--- src/rtl/sdram_write.sv ---
// SDRAM write-burst command generator: ACTIVE, full-page WRITE streamed from a
// show-ahead FIFO, BURST STOP, PRECHARGE ALL, then a one-cycle wr_end pulse.
module sdram_write #(
  parameter int unsigned TRCD_CLK = 2,
  parameter int unsigned TWR_CLK  = 2,
  parameter int unsigned TRP_CLK  = 2
) (
  input  logic        sys_clk,
  input  logic        sys_rst,
  input  logic        init_end,
  input  logic        wr_en,
  input  logic [23:0] wr_addr_in,
  input  logic [9:0]  wr_burst_len,
  input  logic [15:0] wr_data_in,
  output logic        wr_ack,
  output logic        wr_end,
  output logic [3:0]  wr_sdram_cmd,
  output logic [1:0]  wr_sdram_ba,
  output logic [12:0] wr_sdram_addr,
  output logic        wr_sdram_en,
  output logic [15:0] wr_sdram_data
);

  localparam int unsigned CW = 10;
  localparam logic [3:0] CMD_NOP   = 4'b0111;
  localparam logic [3:0] CMD_ACT   = 4'b0011;
  localparam logic [3:0] CMD_WRITE = 4'b0100;
  localparam logic [3:0] CMD_BSTOP = 4'b0110;
  localparam logic [3:0] CMD_PRE   = 4'b0010;

  typedef enum logic [3:0] {
    S_IDLE, S_ACTIVE, S_TRCD, S_WRITE, S_DATA, S_BSTOP, S_PRE, S_TRP, S_END
  } state_t;

  state_t        state_q;
  logic [CW-1:0] cnt_q;
  logic [CW-1:0] len_q;
  logic [CW-1:0] len_d;
  logic [23:0]   addr_q;

  // Burst length of 0 means one word; a full page is 512 words at most.
  always_comb begin
    len_d = wr_burst_len;
    if (wr_burst_len == '0) begin
      len_d = CW'(1);
    end else if (wr_burst_len > CW'(512)) begin
      len_d = CW'(512);
    end
  end

  always_ff @(posedge sys_clk) begin
    if (sys_rst) begin
      state_q <= S_IDLE;
      cnt_q   <= '0;
      len_q   <= '0;
      addr_q  <= '0;
    end else begin
      case (state_q)
        S_IDLE: begin
          cnt_q <= '0;
          if (init_end && wr_en) begin
            state_q <= S_ACTIVE;
            addr_q  <= wr_addr_in;
            len_q   <= len_d;
          end
        end
        S_ACTIVE: begin
          state_q <= S_TRCD;
          cnt_q   <= '0;
        end
        S_TRCD: begin
          if (cnt_q == CW'(TRCD_CLK - 1)) begin
            state_q <= S_WRITE;
            cnt_q   <= '0;
          end else begin
            cnt_q <= cnt_q + CW'(1);
          end
        end
        S_WRITE: begin
          // cnt_q tracks the index of the word being driven in DATA
          if (len_q == CW'(1)) begin
            state_q <= S_BSTOP;
            cnt_q   <= '0;
          end else begin
            state_q <= S_DATA;
            cnt_q   <= CW'(1);
          end
        end
        S_DATA: begin
          if (cnt_q == len_q - CW'(1)) begin
            state_q <= S_BSTOP;
            cnt_q   <= '0;
          end else begin
            cnt_q <= cnt_q + CW'(1);
          end
        end
        S_BSTOP: begin
          if (cnt_q == CW'(TWR_CLK - 1)) begin
            state_q <= S_PRE;
            cnt_q   <= '0;
          end else begin
            cnt_q <= cnt_q + CW'(1);
          end
        end
        S_PRE: begin
          state_q <= S_TRP;
          cnt_q   <= '0;
        end
        S_TRP: begin
          if (cnt_q == CW'(TRP_CLK - 1)) begin
            state_q <= S_END;
            cnt_q   <= '0;
          end else begin
            cnt_q <= cnt_q + CW'(1);
          end
        end
        S_END: begin
          state_q <= S_IDLE;
          cnt_q   <= '0;
        end
        default: begin
          state_q <= S_IDLE;
          cnt_q   <= '0;
        end
      endcase
    end
  end

  // Command/address decode; PRECHARGE ALL relies on the all-ones default (A10=1).
  always_comb begin
    wr_sdram_cmd  = CMD_NOP;
    wr_sdram_ba   = 2'b11;
    wr_sdram_addr = 13'h1fff;
    wr_ack        = 1'b0;
    wr_end        = 1'b0;
    case (state_q)
      S_ACTIVE: begin
        wr_sdram_cmd  = CMD_ACT;
        wr_sdram_ba   = addr_q[23:22];
        wr_sdram_addr = addr_q[21:9];
      end
      S_WRITE: begin
        wr_sdram_cmd  = CMD_WRITE;
        wr_sdram_ba   = addr_q[23:22];
        wr_sdram_addr = {4'b0000, addr_q[8:0]};
        wr_ack        = 1'b1;
      end
      S_DATA:  wr_ack = 1'b1;
      S_BSTOP: begin
        if (cnt_q == '0) begin
          wr_sdram_cmd = CMD_BSTOP;
        end
      end
      S_PRE:   wr_sdram_cmd = CMD_PRE;
      S_END:   wr_end = 1'b1;
      default: ;
    endcase
  end

  assign wr_sdram_en   = wr_ack;
  assign wr_sdram_data = wr_ack ? wr_data_in : 16'h0000;

endmodule

--- config.mk ---
export PLATFORM = sky130hd
export DESIGN_NAME = sdram_write
export DESIGN_NICKNAME = d
export VERILOG_FILES = /design/src/rtl/sdram_write.sv
export SDC_FILE = /design/constraint.sdc
export NUM_CORES = 1
export LEC_CHECK = 0
export ABC_AREA = 1
export CAP_MARGIN = 20
export CELL_PAD_IN_SITES_DETAIL_PLACEMENT = 0
export CELL_PAD_IN_SITES_GLOBAL_PLACEMENT = 2
export CORE_MARGIN = 1.5
export CORE_UTILIZATION = 26
export CTS_BUF_LIST = sky130_fd_sc_hd__clkbuf_4
export DETAILED_ROUTE_END_ITERATION = 6
export PLACE_DENSITY_LB_ADDON = 0.15
export SLEW_MARGIN = 40
export SYNTH_ARGS = -nofsm -noshare
export SYNTH_HDL_FRONTEND = slang
export SYNTH_SLANG_ARGS = --single-unit
--- constraint.sdc ---
create_clock -name sys_clk -period 2.69 [get_ports sys_clk]
set_input_delay 0.538 -clock sys_clk [delete_from_list [all_inputs] [get_ports sys_clk]]
set_output_delay 0.538 -clock sys_clk [all_outputs]
set_load 0.005 [all_outputs]
# [Yosys cells after proc, flatten, opt, wreduce, memory -nomap -nowiden]
# Index checks and enable logic that the tools add are counted.
[classes] order_cmp=1 reduce_logical=9 addsub=2 n_mux=20 eq_ne=16
[ops] cell="$mux W10" n=4
[ops] cell="$pmux W4 S8" n=1
[ops] cell="$pmux W10 S3" n=1
[ops] cell="$pmux W13 S2" n=1
[ops] cell="$eq A10 B1 Y1 const B" n=2
[ops] cell="$logic_not A10 Y1" n=2
[ops] cell="$mux W4" n=5
[ops] cell="$eq A4 B3 Y1 const B" n=4
[ops] cell="$mux W16" n=1
[ops] cell="$pmux W3 S4" n=1
[ops] cell="$add A10 B1 Y10 const B" n=1
[ops] cell="$eq A10 B10 Y1" n=1
[ops] cell="$gt A10 B10 Y1 const B" n=1
[ops] cell="$ne A2 B2 Y1 const B" n=5
[ops] cell="$sub A10 B1 Y10 const B" n=1
[ops] cell="$eq A4 B2 Y1 const B" n=2
[ops] cell="$mux W1" n=5
[ops] cell="$reduce_and A5 Y1" n=1
[ops] cell="$eq A4 B1 Y1 const B" n=1
[ops] cell="$eq A4 B4 Y1 const B" n=1
[ops] cell="$logic_not A4 Y1" n=1
[ops] cell="$reduce_or A2 Y1" n=2
[ops] cell="$reduce_or A3 Y1" n=1
[ops] cell="$mux W2" n=1
[ops] cell="2 further kinds" n=2
[totals] out_inout_bits=38 register_bits=48 in_bits=54 elab_cells=52

# [Longest topological paths before layout]
# Gate-level depths: netlist (run 1).
[depth] ltp_word=4 depth_mapped=16 ltp_nobuf=16

# [Worst setup path before layout (run 1)]
# No wires, ideal clock.
[synth_timing] path_type="register -> output" startpoint="reg state_q[1]" endpoint="out wr_sdram_en" arrival_ns=1.403 stages_incl_launch_ff=9 required_ns=2.152 setup_slack_ns=0.749 path_cell_list="dfxtp_1 buf_2 nor2_1 inv_1 nor2_1 nor2_2 clkbuf_1 inv_1 buf_4"
[synth_between] elab_chain_cells=3
[synth_lines] element="start, declared" line="35" source="state_t state_q;"
[synth_lines] element="start signal, assigned" line="53" source="state_q <= S_IDLE;"
[synth_lines] element="start signal, assigned" line="62" source="state_q <= S_ACTIVE;"
[synth_lines] element="start signal, assigned" line="68" source="state_q <= S_TRCD;"
[synth_lines] element="$eq A4 B2 Y1 / $eq A4 B3 Y1 (equally long branches)" line="136" source="case (state_q)"
[synth_lines] element="$reduce_or A2 Y1 (no source line) (*)"
[synth_lines] element="$mux W1 (*)" line="136"
[synth_lines] element="end, declared" line="20" source="output logic wr_sdram_en,"
# Mark *: on every way between the ends. The rest lies on a longest branch, timed or not.

# [Worst setup path in the final report (run 1)]
[layout_timing] startpoint="reg cnt_q[5]" endpoint="out wr_sdram_cmd[0]"
[layout_between] elab_chain_cells=3
[layout_lines] element="start, declared" line="36" source="logic [CW-1:0] cnt_q;"
[layout_lines] element="start signal, assigned" line="76" source="cnt_q <= cnt_q + CW'(1);"
[layout_lines] element="start signal, assigned" line="94" source="cnt_q <= cnt_q + CW'(1);"
[layout_lines] element="start signal, assigned" line="102" source="cnt_q <= cnt_q + CW'(1);"
[layout_lines] element="$logic_not A10 Y1" line="150" source="if (cnt_q == '0) begin"
[layout_lines] element="$mux W1" line="150"
[layout_lines] element="$pmux W3 S4" line="136"
[layout_lines] element="end, declared" line="17" source="output logic [3:0] wr_sdram_cmd,"
# No other way between the ends.

==> results summary, run 1 <==
The register area share after synthesis is 36.0%. The die width came out at 104 um. The global-route usage over all layers came out at 14.4%. The number of global-route vias before repair came out at 2,693. The clock arrives with 0.0137 ns of skew.

The number of hold buffers added after CTS came out at 0. The synthesized netlist net count came out at 480. In this run the vertical extent of the chip is 104 um. The maximum level of the CTS H-tree came out at 2. The worst path required time came out at 2.15 ns. The post-route cell area came out at 3820 um2. The total wire length after detailed routing came out at 7780 um. The biggest fanout along the worst timing path is 6. Synthesis instantiated 27 different standard cells from the library. The initial antenna violation count came out at 0. The number of warnings reported in the yosys synthesis log came out at 0. Setup violations remaining at the end of the flow were counted as 0. The number of standard cells after synthesis is 421.

In the finished design, the share of the clock period the worst path needs comes to 95.3%. The headroom to the max-slew limit is 52.8%. Routability-driven placement finished with a final weighted congestion of 0.800. The area of the mapped netlist is 2670 um2. The maximum count of clock buffers along a single path is 2. The post-layout net count came out at 570.

The total half-perimeter wirelength after legalization and detailed placement is 6110 um. The die covers 10,900 um2. The clock edge transition at the registers on the reported setup and hold paths is 0.16 ns.

The hold-critical path depth is 2. The footprint of the flip-flops and latches came out at 965 um2. The first-pass GRT wire length is 12,900 um. The mean post-synth cell area came out at 6.35 um2. The later-pin clock latency in the skew report came out at 0.37 ns. The worst-case setup slack after placement is 0.258 ns.

The total clock sinks came out at 48. The number of fillers in the final layout is 1,068. The count of pins over their slew limit is 0. The number of port buffers is 90.

The kind of start point of the critical path is a register. The placement-stage cell area came out at 3720 um2. The final antenna diode count is 0. The run finished with clean final reports. The worst min-delay path startpoint is addr_q[20]$_SDFFE_PP0P_. The reg-to-reg critical path startpoint is len_q[0]$_SDFFE_PP0P_. Across all register-to-register paths, the minimum setup slack is 0.57 ns. The maximum vdd ir drop is 0.295 mV. The remaining global-route overflow is 0. The core outline area is 9860 um2. The initialized floorplan defines 36 standard-cell rows. The total power density per cell area is 680 nW/um2. The count of TritonRoute iterations in the first routing pass came out at 4. The CTS buffer count came out at 5. During I/O placement, the number of pins put on the boundary was 92. Counting cells, the worst reg-to-reg path comes to 15. The root buffer cell chosen for the clock tree is sky130_fd_sc_hd__clkbuf_4. The number of nets with antenna violations after detailed routing came out at 0. Summing all multi-input logic gate instances after layout gives 1390 um2.

The end-of-flow core utilization is 38.7%. The flop and latch count out of synthesis came out at 48. The effective utilization at floorplan is 27.1%. The post-route minimum period came out at 2.56 ns. The DRC violation count after routing came out at 0. The number of maximum-capacitance constraint violations came out at 0.

The post-route netlist has 6.45% of its cells at a drive strength greater than 1. The slew at the pin closest to its max-slew limit is 0.708 ns. The final sum of negative setup slack is 0 ns. The number of vias after detailed routing came out at 2,797. After the first detailed-routing iteration, the DRC count stood at 95.

At the worst endpoint, the arrival time is 2.03 ns. For hold timing, the worst endpoint is addr_q[20]$_SDFFE_PP0P_. Entering global routing, the biggest net connects 43 pins. Compared with the post-synthesis result, the final layout area differs by 43.0%. TritonCTS built the clock tree. Based on the critical path, the design can be clocked at up to 390 MHz. The worst setup path is captured at a primary output. The worst-case setup margin in the final layout came out at 0.125 ns. The endpoint identified for the worst register-to-register timing path is cnt_q[0]$_SDFF_PP0_. The ratio of routed vias to standard cells is 4.34. The overall power of the completed layout is 2.60 mW. The tightest min-delay check is of the register to register type. The critical path in this run is classified as register to primary output.

The final count of hold timing violations came out at 0. The routed wire length per instance came out at 12.1 um. The leakage power figure is 1.59 nW.
report_power, final:
group          switching, mW  total (mW)  internal (mW)
clock network          0.260       0.367          0.107
registers             0.0627       0.871          0.808
logic                  0.666        1.36          0.696
cells by family (layout without fill, tap and decap cells):
logic type	Yosys count	count (layout)	synth area share, %
fa+ha+maj	5	5	2.34
flops	48	48	36.0
simple gates	186	186	29.0
other cells	1	1	0.140
xor+xnor	10	10	3.28
compound gates	80	80	16.0
buf+inv	91	182	13.3
synth_stat cells:
| cell | number | share of area (%) |
|---|---|---|
| sky130_fd_sc_hd__inv_2 | 1 | 0.14 |
| sky130_fd_sc_hd__nor2_2 | 6 | 1.4 |
| sky130_fd_sc_hd__ha_1 | 5 | 2.3 |
| sky130_fd_sc_hd__conb_1 | 1 | 0.14 |
| sky130_fd_sc_hd__nor3_1 | 10 | 1.9 |
| sky130_fd_sc_hd__o22ai_1 | 2 | 0.47 |
| sky130_fd_sc_hd__nand3_2 | 1 | 0.37 |
| sky130_fd_sc_hd__buf_2 | 5 | 0.94 |
| sky130_fd_sc_hd__clkbuf_1 | 7 | 0.98 |
| sky130_fd_sc_hd__a21oi_1 | 38 | 7.1 |
| sky130_fd_sc_hd__nand2_2 | 2 | 0.47 |
| sky130_fd_sc_hd__buf_4 | 2 | 0.56 |
| sky130_fd_sc_hd__nor2_1 | 58 | 8.1 |
| sky130_fd_sc_hd__xor2_1 | 7 | 2.3 |
| sky130_fd_sc_hd__nand2_1 | 86 | 12 |
| sky130_fd_sc_hd__nand3_1 | 17 | 3.2 |
| sky130_fd_sc_hd__inv_1 | 76 | 11 |
| sky130_fd_sc_hd__xnor2_1 | 3 | 0.98 |
| sky130_fd_sc_hd__dfxtp_1 | 48 | 36 |
| sky130_fd_sc_hd__a22oi_1 | 8 | 2.2 |
| sky130_fd_sc_hd__nor4_1 | 3 | 0.70 |
| sky130_fd_sc_hd__nand4_1 | 2 | 0.47 |
| sky130_fd_sc_hd__nand3b_1 | 1 | 0.28 |
| sky130_fd_sc_hd__o21ai_1 | 1 | 0.19 |
| sky130_fd_sc_hd__o21ai_0 | 29 | 5.4 |
| sky130_fd_sc_hd__o21a_1 | 1 | 0.28 |
| sky130_fd_sc_hd__o21bai_1 | 1 | 0.28 |
cells in the final DEF, fill, tap and decap left out, types with 6 or more instances in the layout:
master                            synthesis  final
sky130_fd_sc_hd__a21oi_1                 38     38
sky130_fd_sc_hd__a22oi_1                  8      8
sky130_fd_sc_hd__buf_4                    2      7
sky130_fd_sc_hd__clkdlybuf4s50_1          0     90
sky130_fd_sc_hd__dfxtp_1                 48     45
sky130_fd_sc_hd__inv_1                   76     75
sky130_fd_sc_hd__nand2_1                 86     86
sky130_fd_sc_hd__nand3_1                 17     16
sky130_fd_sc_hd__nor2_1                  58     55
sky130_fd_sc_hd__nor2_2                   6      6
sky130_fd_sc_hd__nor3_1                  10      9
sky130_fd_sc_hd__o21ai_0                 29     29
sky130_fd_sc_hd__xor2_1                   7      7
registers in the layout (all words and copies together) (netlist names):
register	cells
state_q	4
addr_q	24
len_q	10
cnt_q	10
how the worst max path moves through the flow:
stage,startpoint,endpoint,slack [ns],depth (start not counted)
after global placement,state_q[1]$_SDFFE_PP0P_,wr_ack,0.33,6
after global routing,state_q[1]$_SDFFE_PP0P_,wr_ack,-0.007,6
after CTS,state_q[3]$_SDFFE_PP0P_,wr_sdram_addr[6],0.02,8
final,cnt_q[5]$_SDFF_PP0_,wr_sdram_cmd[0],0.13,5
after detailed placement,state_q[1]$_SDFFE_PP0P_,wr_ack,0.26,6
after floorplan,state_q[1]$_SDFFE_PP0P_,wr_sdram_en,0.75,8
per-stage QoR:
stage / instances / hold WS (ns)
floorplan: 421 / 0.425
global placement: 635 / 0.438
detailed placement: 635 / 0.444
CTS: 643 / 0.464
global route: 645 / 0.488
finish: 645 / 0.460
critical path, cell delays in order (launching register included):
cell and delay [ns]:
sky130_fd_sc_hd__dfxtp_1 0.40, sky130_fd_sc_hd__nor4_1 0.27, sky130_fd_sc_hd__nand3_1 0.17, sky130_fd_sc_hd__o21ai_0 0.26
sky130_fd_sc_hd__nand3_1 0.11, sky130_fd_sc_hd__clkdlybuf4s50_1 0.46
cell type report:
| cell class | count | share of cell area, % |
|---|---|---|
| clock buffers | 5 | 0.982 |
| repair buffers | 97 | 25.0 |
| well taps | 133 | 4.35 |
| multi-input cells | 282 | 36.3 |
| inverters | 77 | 7.56 |
| flip-flops and latches | 48 | 25.2 |
| clock inverters | 3 | 0.557 |
metal layers:
metal	vias up	track usage (%)	wire [um]
met5	-	0	0
met4	0	3.17	41
met3	2	3.20	365
met2	74	25.2	3740
met1	1233	18.0	3630
li1	1488	-	-
timing repair:
action	CTS	global route
gates resized for setup	3	8
setup buffers	0	2
endpoints found under the setup margin	27	28
pin swaps	0	1
No activity file was read; power rests on OpenSTA's default activity.
==> run 2, diff against run 1 <==
==> constraint.sdc (replaced) <==
create_clock -name sys_clk -period 2.69 [get_ports sys_clk]
set_input_delay 0.6725 -clock sys_clk [delete_from_list [all_inputs] [get_ports sys_clk]]
set_output_delay 0.6725 -clock sys_clk [all_outputs]
set_load 0.005 [all_outputs]
==> run 2 against run 1 <==
Clock skew increased by 0.0093 ns. Wire length grew 5.2%. Worst setup slack worse by 0.063 ns.
==> results summary, run 2 (same netlist as run 1, synthesis figures left out) <==
The DRC violation count after routing came out at 0 (unchanged). The maximum vdd ir drop is 0.301 mV (was 0.295 mV). Commonest cells after routing, fill and taps aside: sky130_fd_sc_hd__nand2_1 (86), sky130_fd_sc_hd__inv_1 (70), sky130_fd_sc_hd__clkdlybuf4s50_1 (64) (was sky130_fd_sc_hd__clkdlybuf4s50_1 (90), sky130_fd_sc_hd__nand2_1 (86), sky130_fd_sc_hd__inv_1 (75)). The y dimension of the die came to 104 um (unchanged). The biggest fanout along the worst timing path came out at 6 (unchanged). The total wire length after detailed routing came out at 8190 um (was 7780 um). The post-route clock skew is 0.0230 ns (was 0.0137 ns). The switching share of power is 37.7% (was 38.0%). The pin count of the biggest net entering global routing came out at 44 (was 43). The worst reg2reg path endpoint was state_q[2]$_SDFFE_PP0P_ (was cnt_q[0]$_SDFF_PP0_). The worst path required time came out at 2.02 ns (was 2.15 ns). The relative contribution of sequential cells to total power is 30.3% (was 33.5%). The clock power share is 16.7% (was 14.1%). The path type of the worst min-delay path is register to register (unchanged).

The slack of the worst reg-to-reg path came to 0.62 ns (was 0.57 ns). The largest register by flop count is addr_q (unchanged). The internal power summed over all cells came to 1.77 mW (was 1.61 mW). The total half-perimeter wirelength after legalization and detailed placement came out at 6150 um (was 6110 um). The overall power of the completed layout is 2.84 mW (was 2.60 mW). The ratio of routed vias to standard cells came out at 4.28 (was 4.34).

The later-pin clock latency in the skew report came out at 0.38 ns (was 0.37 ns). The depth of the critical timing path with buffers and inverters included is 5 (unchanged). The area of the die is 10,900 um2 (unchanged).

The weighted congestion reported at the end of routability-driven placement came to 0.823 (was 0.800). The combined buffer and inverter count along the critical path is 1 (unchanged). The number of global-route vias before repair came out at 2,743 (was 2,693).

The number of port buffers is 90 (unchanged). The share of final-layout standard cells stronger than drive strength 1 was 12.3% (was 6.45%). Chain of cells forming the critical path: nor4_2 -> nand3_1 -> o21ai_1 -> nand3_1 -> clkdlybuf4s50_1 (was nor4_1 -> nand3_1 -> o21ai_0 -> nand3_1 -> clkdlybuf4s50_1). The core outline area is 9860 um2 (unchanged). The worst min-delay path startpoint is addr_q[20]$_SDFFE_PP0P_ (unchanged). The violation count after the first detailed-route iteration was 90 (was 95). The effective utilization at floorplan was 27.1% (unchanged).

The total power density per cell area is 694 nW/um2 (was 680 nW/um2). Setup repair after global routing could not meet its margin everywhere. The cell at the root of the clock tree is sky130_fd_sc_hd__clkbuf_4 (unchanged).

The die width is 104 um (unchanged). The maximum count of clock buffers along a single path came to 2 (unchanged). The final count of hold timing violations is 0 (unchanged). The CTS buffer count is 5 (unchanged). The cell with the largest stage delay on the worst path is sky130_fd_sc_hd__clkdlybuf4s50_1 (unchanged). Status: completed (unchanged). The maximum level of the CTS H-tree came out at 2 (unchanged). The leakage power figure came to 2.00 nW (was 1.59 nW). The kind of start point of the critical path is a register (unchanged). The headroom to the max-slew limit came out at 55.4% (was 52.8%). The global-route usage over all layers was 14.9% (was 14.4%). The share of the cycle needed by the critical path after routing is 97.7% (was 95.3%). The count of TritonRoute iterations in the first routing pass is 4 (unchanged). The number of endpoints failing setup at the final stage came out at 0 (unchanged). The delay of the slowest cell on the worst path is 0.46 ns (about the same). The clock edge transition at the registers on the reported setup and hold paths came out at 0.17 ns (was 0.16 ns).

The number of flip-flops under the largest register name is 24 (unchanged). The data arrival time of the critical path came out at 1.96 ns (was 2.03 ns). The initial antenna violation count came out at 0 (unchanged). Registers with the most flip-flops: addr_q: 24 flops, cnt_q: 10 flops, len_q: 10 flops (unchanged). The number of cell instances on the worst register-to-register path is 16 (was 15). The slew at the pin closest to its max-slew limit is 0.669 ns (was 0.708 ns). The reg-to-reg critical path startpoint is len_q[0]$_SDFFE_PP0P_ (unchanged).

The number of vias after detailed routing was 2,827 (was 2,797). The hold-critical path depth came out at 2 (unchanged). The number of placed I/O pins is 92 (unchanged). The first-pass GRT wire length is 13,200 um (was 12,900 um). The largest delay contributor family on the critical path is simple AND/OR/NAND/NOR gates (unchanged).

The logic gate share of total power is 53.0% (was 52.4%). The cell seen most often among critical-path stages is sky130_fd_sc_hd__nand3_1 (unchanged). The post-route minimum period is 2.63 ns (was 2.56 ns). The hold-critical path endpoint is addr_q[20]$_SDFFE_PP0P_ (unchanged). The number of core rows came to 36 (unchanged). The number of nets with antenna violations after detailed routing came out at 0 (unchanged). The endpoint type of the worst setup path is a primary output (unchanged). The remaining global-route overflow is 0 (unchanged). The number of maximum-capacitance constraint violations came out at 0 (unchanged). The total clock sinks was 48 (unchanged).

The net load switching power is 1.07 mW (was 0.989 mW). The count of pins over their slew limit is 0 (unchanged). The maximum clock rate is 381 MHz (was 390 MHz). The kind of critical path was register to primary output (unchanged). The routed wire length per instance came out at 12.4 um (was 12.1 um). The synthesis-to-layout area growth came to 53.2% (was 43.0%). The most common cell after layout, fill and taps aside was sky130_fd_sc_hd__nand2_1 (was sky130_fd_sc_hd__clkdlybuf4s50_1). The TritonCTS clock tree is done (unchanged). The end-of-flow core utilization is 41.5% (was 38.7%). The post-layout net count came out at 585 (was 570). The final antenna diode count is 0 (unchanged).
==> run 2: layout make-up <==
cell class | instances | area [um2]
multi-input combinational | 284 | 1450
clock inverter | 3 | 50.0
inverter | 77 | 289
tap | 133 | 166
clock buffer | 5 | 37.5
timing repair buffer | 110 | 1140
sequential | 48 | 970
fill | 1047 | 5770
==> run 2: worst max-delay path by stage <==
stage,startpoint,endpoint,slack [ns]
after floorplan,state_q[1]$_SDFFE_PP0P_,wr_sdram_en,0.61
after global placement,state_q[3]$_SDFFE_PP0P_,wr_sdram_addr[3],0.23
after detailed placement,state_q[3]$_SDFFE_PP0P_,wr_ack,0.22
after CTS,state_q[3]$_SDFFE_PP0P_,wr_sdram_addr[6],0.0003
after global routing,cnt_q[5]$_SDFF_PP0_,wr_sdram_cmd[0],-0.08
final,cnt_q[5]$_SDFF_PP0_,wr_sdram_cmd[0],0.06
==> run 2: layer usage <==
metal,global-route usage (%),vias to the layer above,routed length (um)
met1,18.0,1227,3670
met3,3.32,7,393
met2,26.3,66,4040
li1,-,1527,-
met4,3.97,0,83
met5,0,-,0
==> run 2: repair_timing <==
action	in CTS	in global routing
cloned	0	2
hold buffers	0	0
pin swaps	3	6
setup buffers	2	10
gates resized for setup	13	47
endpoints found under the setup margin	28	29
==> run 2: power groups by stage <==
stage	Sequential, mW	Clock [mW]	Combinational [mW]
2_1_floorplan	0.858	0	0.680
3_3_place_gp	0.866	0	1.36
3_5_place_dp	0.866	0	1.36
4_1_cts	0.851	0.504	1.41
5_1_grt	0.872	0.535	1.67
6_report	0.860	0.475	1.50
==> run 2: tightest hold or removal path, delay by kind of cell, from the launching register on <==
kind	cells	cell delay [ns]
buffers and inverters	1	0.05
AO/OA/AOI/OAI	1	0.05
flip-flops	1	0.33
==> run 2: through the flow <==
| stage | instances | hold WS, ns | setup TNS, ns | cell area (um2) | worst slack [ns] |
|---|---|---|---|---|---|
| floorplan | 421 | 0.425 | 0 | 2670 | 0.614 |
| global placement | 638 | 0.436 | 0 | 3740 | 0.233 |
| detailed placement | 638 | 0.442 | 0 | 3740 | 0.218 |
| CTS | 648 | 0.466 | 0 | 3880 | 0.000288 |
| global route | 660 | 0.484 | -0.205 | 4090 | -0.0842 |
| finish | 660 | 0.463 | 0 | 4090 | 0.0621 |
==> run 3, diff against run 2 <==
--- a/config.mk
+++ b/config.mk
@@ -14,6 +14,7 @@
 export CTS_BUF_LIST = sky130_fd_sc_hd__clkbuf_4
 export DETAILED_ROUTE_END_ITERATION = 6
 export PLACE_DENSITY_LB_ADDON = 0.15
+export SKIP_CTS_REPAIR_TIMING = 1
 export SLEW_MARGIN = 40
 export SYNTH_ARGS = -nofsm -noshare
 export SYNTH_HDL_FRONTEND = slang
==> run 3 against run 2 <==
Die area stayed put. Worst setup slack got worse by 0.026 ns. Via count decreased by 0.60%. Combinational power barely moved. Sequential share of layout area grew 0.32 points. Wire length decreased by 1.0%. Critical path type unchanged. Largest power group unchanged.
==> results summary, run 3 (same netlist as run 1, synthesis figures left out) <==
The most common cell after layout, fill and taps aside is sky130_fd_sc_hd__nand2_1 (unchanged). The number of cell instances on the worst register-to-register path came to 16 (unchanged). The number of vias after detailed routing was 2,810 (was 2,827).

The largest register by flop count was addr_q (unchanged). The number of nets with antenna violations after detailed routing came to 0 (unchanged). The relative contribution of sequential cells to total power is 30.5% (was 30.3%).

The routed wire length per instance was 12.4 um (about the same). The core outline area is 9860 um2 (unchanged). The post-route cell area is 4020 um2 (was 4090 um2). The first-pass GRT wire length is 13,200 um (about the same). The later-pin clock latency in the skew report is 0.38 ns (about the same). The maximum vdd ir drop was 0.288 mV (was 0.301 mV). The met3 usage in global routing is 3.32% (unchanged).

The CTS buffer count is 5 (unchanged). Registers with the most flip-flops: addr_q: 24 flops, cnt_q: 10 flops, len_q: 10 flops (unchanged). The end-of-flow core utilization was 40.8% (was 41.5%).

The final count of hold timing violations is 0 (unchanged). The met1 track demand over resource in global routing came out at 18.1% (was 18.0%). The slew at the pin closest to its max-slew limit is 0.670 ns (was 0.669 ns). The data arrival time of the critical path is 1.98 ns (was 1.96 ns).

The total clock sinks is 48 (unchanged). The synthesis-to-layout area growth is 50.6% (was 53.2%). The worst path required time is 2.02 ns (about the same). The effective utilization at floorplan came out at 27.1% (unchanged). The initial antenna violation count came to 0 (unchanged).

The maximum clock rate came out at 377 MHz (was 381 MHz). The pin count of the biggest net entering global routing was 44 (unchanged). The switching share of power came to 37.6% (was 37.7%). The post-route clock skew came to 0.0208 ns (was 0.0230 ns). The share of final-layout standard cells stronger than drive strength 1 is 10.9% (was 12.3%). The count of pins over their slew limit is 0 (unchanged).

The number of endpoints failing setup at the final stage came to 0 (unchanged). The number of port buffers came out at 90 (unchanged). The clock power share came to 17.0% (was 16.7%). The area of the die came out at 10,900 um2 (unchanged). The leakage power figure is 1.90 nW (was 2.00 nW).

The number of flip-flops under the largest register name came out at 24 (unchanged). The path type of the worst min-delay path is register to register (unchanged). The cell at the root of the clock tree is sky130_fd_sc_hd__clkbuf_4 (unchanged).

The count of TritonRoute iterations in the first routing pass is 4 (unchanged). The total wire length after detailed routing is 8100 um (was 8190 um). The endpoint type of the worst setup path is a primary output (unchanged). The biggest fanout along the worst timing path came out at 7 (was 6).

The share of the cycle needed by the critical path after routing is 98.6% (was 97.7%). The number of maximum-capacitance constraint violations is 0 (unchanged). The total power density per cell area is 697 nW/um2 (was 694 nW/um2).

The kind of start point of the critical path is a register (unchanged). The kind of critical path was register to primary output (unchanged). The maximum level of the CTS H-tree came to 2 (unchanged). The die width is 104 um (unchanged). The logic gate share of total power is 52.5% (was 53.0%). The final antenna diode count came out at 0 (unchanged). The number of placed I/O pins came out at 92 (unchanged).

Commonest cells after routing, fill and taps aside: sky130_fd_sc_hd__nand2_1 (86), sky130_fd_sc_hd__inv_1 (73), sky130_fd_sc_hd__clkdlybuf4s50_1 (73) (was sky130_fd_sc_hd__nand2_1 (86), sky130_fd_sc_hd__inv_1 (70), sky130_fd_sc_hd__clkdlybuf4s50_1 (64)). The weighted congestion reported at the end of routability-driven placement is 0.823 (unchanged). Status: completed (unchanged). The number of global-route vias before repair came out at 2,722 (was 2,743).

The global-route track usage on met2 came out at 26.3% (about the same). The hold-critical path depth is 2 (unchanged). The clock edge transition at the registers on the reported setup and hold paths came to 0.17 ns (about the same). The headroom to the max-slew limit came out at 55.3% (was 55.4%). The maximum count of clock buffers along a single path is 2 (unchanged). The post-route minimum period came out at 2.65 ns (was 2.63 ns).

The DRC violation count after routing is 0 (unchanged). The TritonCTS clock tree is done (unchanged). The ratio of routed vias to standard cells is 4.29 (was 4.28). The total half-perimeter wirelength after legalization and detailed placement is 6150 um (unchanged).

The internal power summed over all cells is 1.75 mW (was 1.77 mW). The remaining global-route overflow is 0 (unchanged). Setup repair after global routing missed its margin: true (unchanged). The placement-stage cell area came out at 3740 um2 (unchanged).

The number of core rows came out at 36 (unchanged). The y dimension of the die came out at 104 um (unchanged). The layer with the highest usage after global routing is met2 (unchanged). The post-layout net count is 580 (was 585). The violation count after the first detailed-route iteration was 105 (was 90).

The global-route usage over all layers was 14.9% (about the same). The net load switching power is 1.05 mW (was 1.07 mW).
[run 3: cell types whose count changed in the layout (fill, tap and decap cells not counted), sizes merged]
cell | before | now
buf | 20 | 15
clkdlybuf4s50 | 64 | 73
dlymetal6s2s | 26 | 17
[run 3: routing by layer]
metal / vias to the layer above / part of all wire, %
met5: - / 0
met4: 0 / 0.80
met3: 5 / 5.3
met2: 74 / 49
met1: 1213 / 44
li1: 1518 / -
[run 3: stage by stage]
stage	total power, mW	hold WS, ns	TNS [ns]	setup WS (ns)	instances
after floorplan	1.54	0.425	0	0.614	421
after global placement	2.23	0.436	0	0.233	638
after detailed placement	2.23	0.442	0	0.218	638
after CTS	2.73	0.466	-5.65	-0.230	646
after global routing	3.04	0.484	-0.883	-0.101	655
final	2.80	0.463	0	0.0364	655
[run 3: cell type report]
| cell class | count | area (um2) |
|---|---|---|
| Inverter | 77 | 289 |
| Sequential cell | 48 | 966 |
| Multi-Input combinational cell | 284 | 1450 |
| Clock buffer | 5 | 37.5 |
| Timing Repair Buffer | 105 | 1060 |
| Fill cell | 1050 | 5840 |
| Tap cell | 133 | 166 |
| Clock inverter | 3 | 50.0 |
[run 3: critical path, cell delays in order, from the launching register on]
cell and delay [ns]:
sky130_fd_sc_hd__dfxtp_2 0.37, sky130_fd_sc_hd__nor2_2 0.12, sky130_fd_sc_hd__inv_2 0.08, sky130_fd_sc_hd__nor2_4 0.28, sky130_fd_sc_hd__inv_2 0.09, sky130_fd_sc_hd__o22ai_1 0.17
sky130_fd_sc_hd__inv_1 0.07, sky130_fd_sc_hd__clkdlybuf4s50_1 0.44
[run 3: power by group through the flow]
stage          registers, mW  clock network (mW)  logic [mW]
6_report               0.854               0.476        1.47
5_1_grt                0.867               0.534        1.64
4_1_cts                0.851               0.504        1.37
3_5_place_dp           0.866                   0        1.36
3_3_place_gp           0.866                   0        1.36
2_1_floorplan          0.858                   0       0.680
[run 3: path summary, 6_finish.rpt]
| check | from | to | slack [ns] |
|---|---|---|---|
| setup reg to reg | len_q[0]$_SDFFE_PP0P_ | state_q[2]$_SDFFE_PP0P_ | 0.63 |
| hold / removal | addr_q[20]$_SDFFE_PP0P_ | addr_q[20]$_SDFFE_PP0P_ | 0.46 |
| setup / recovery | state_q[3]$_SDFFE_PP0P_ | wr_sdram_addr[3] | 0.04 |
| hold reg to reg | addr_q[20]$_SDFFE_PP0P_ | addr_q[20]$_SDFFE_PP0P_ | 0.46 |
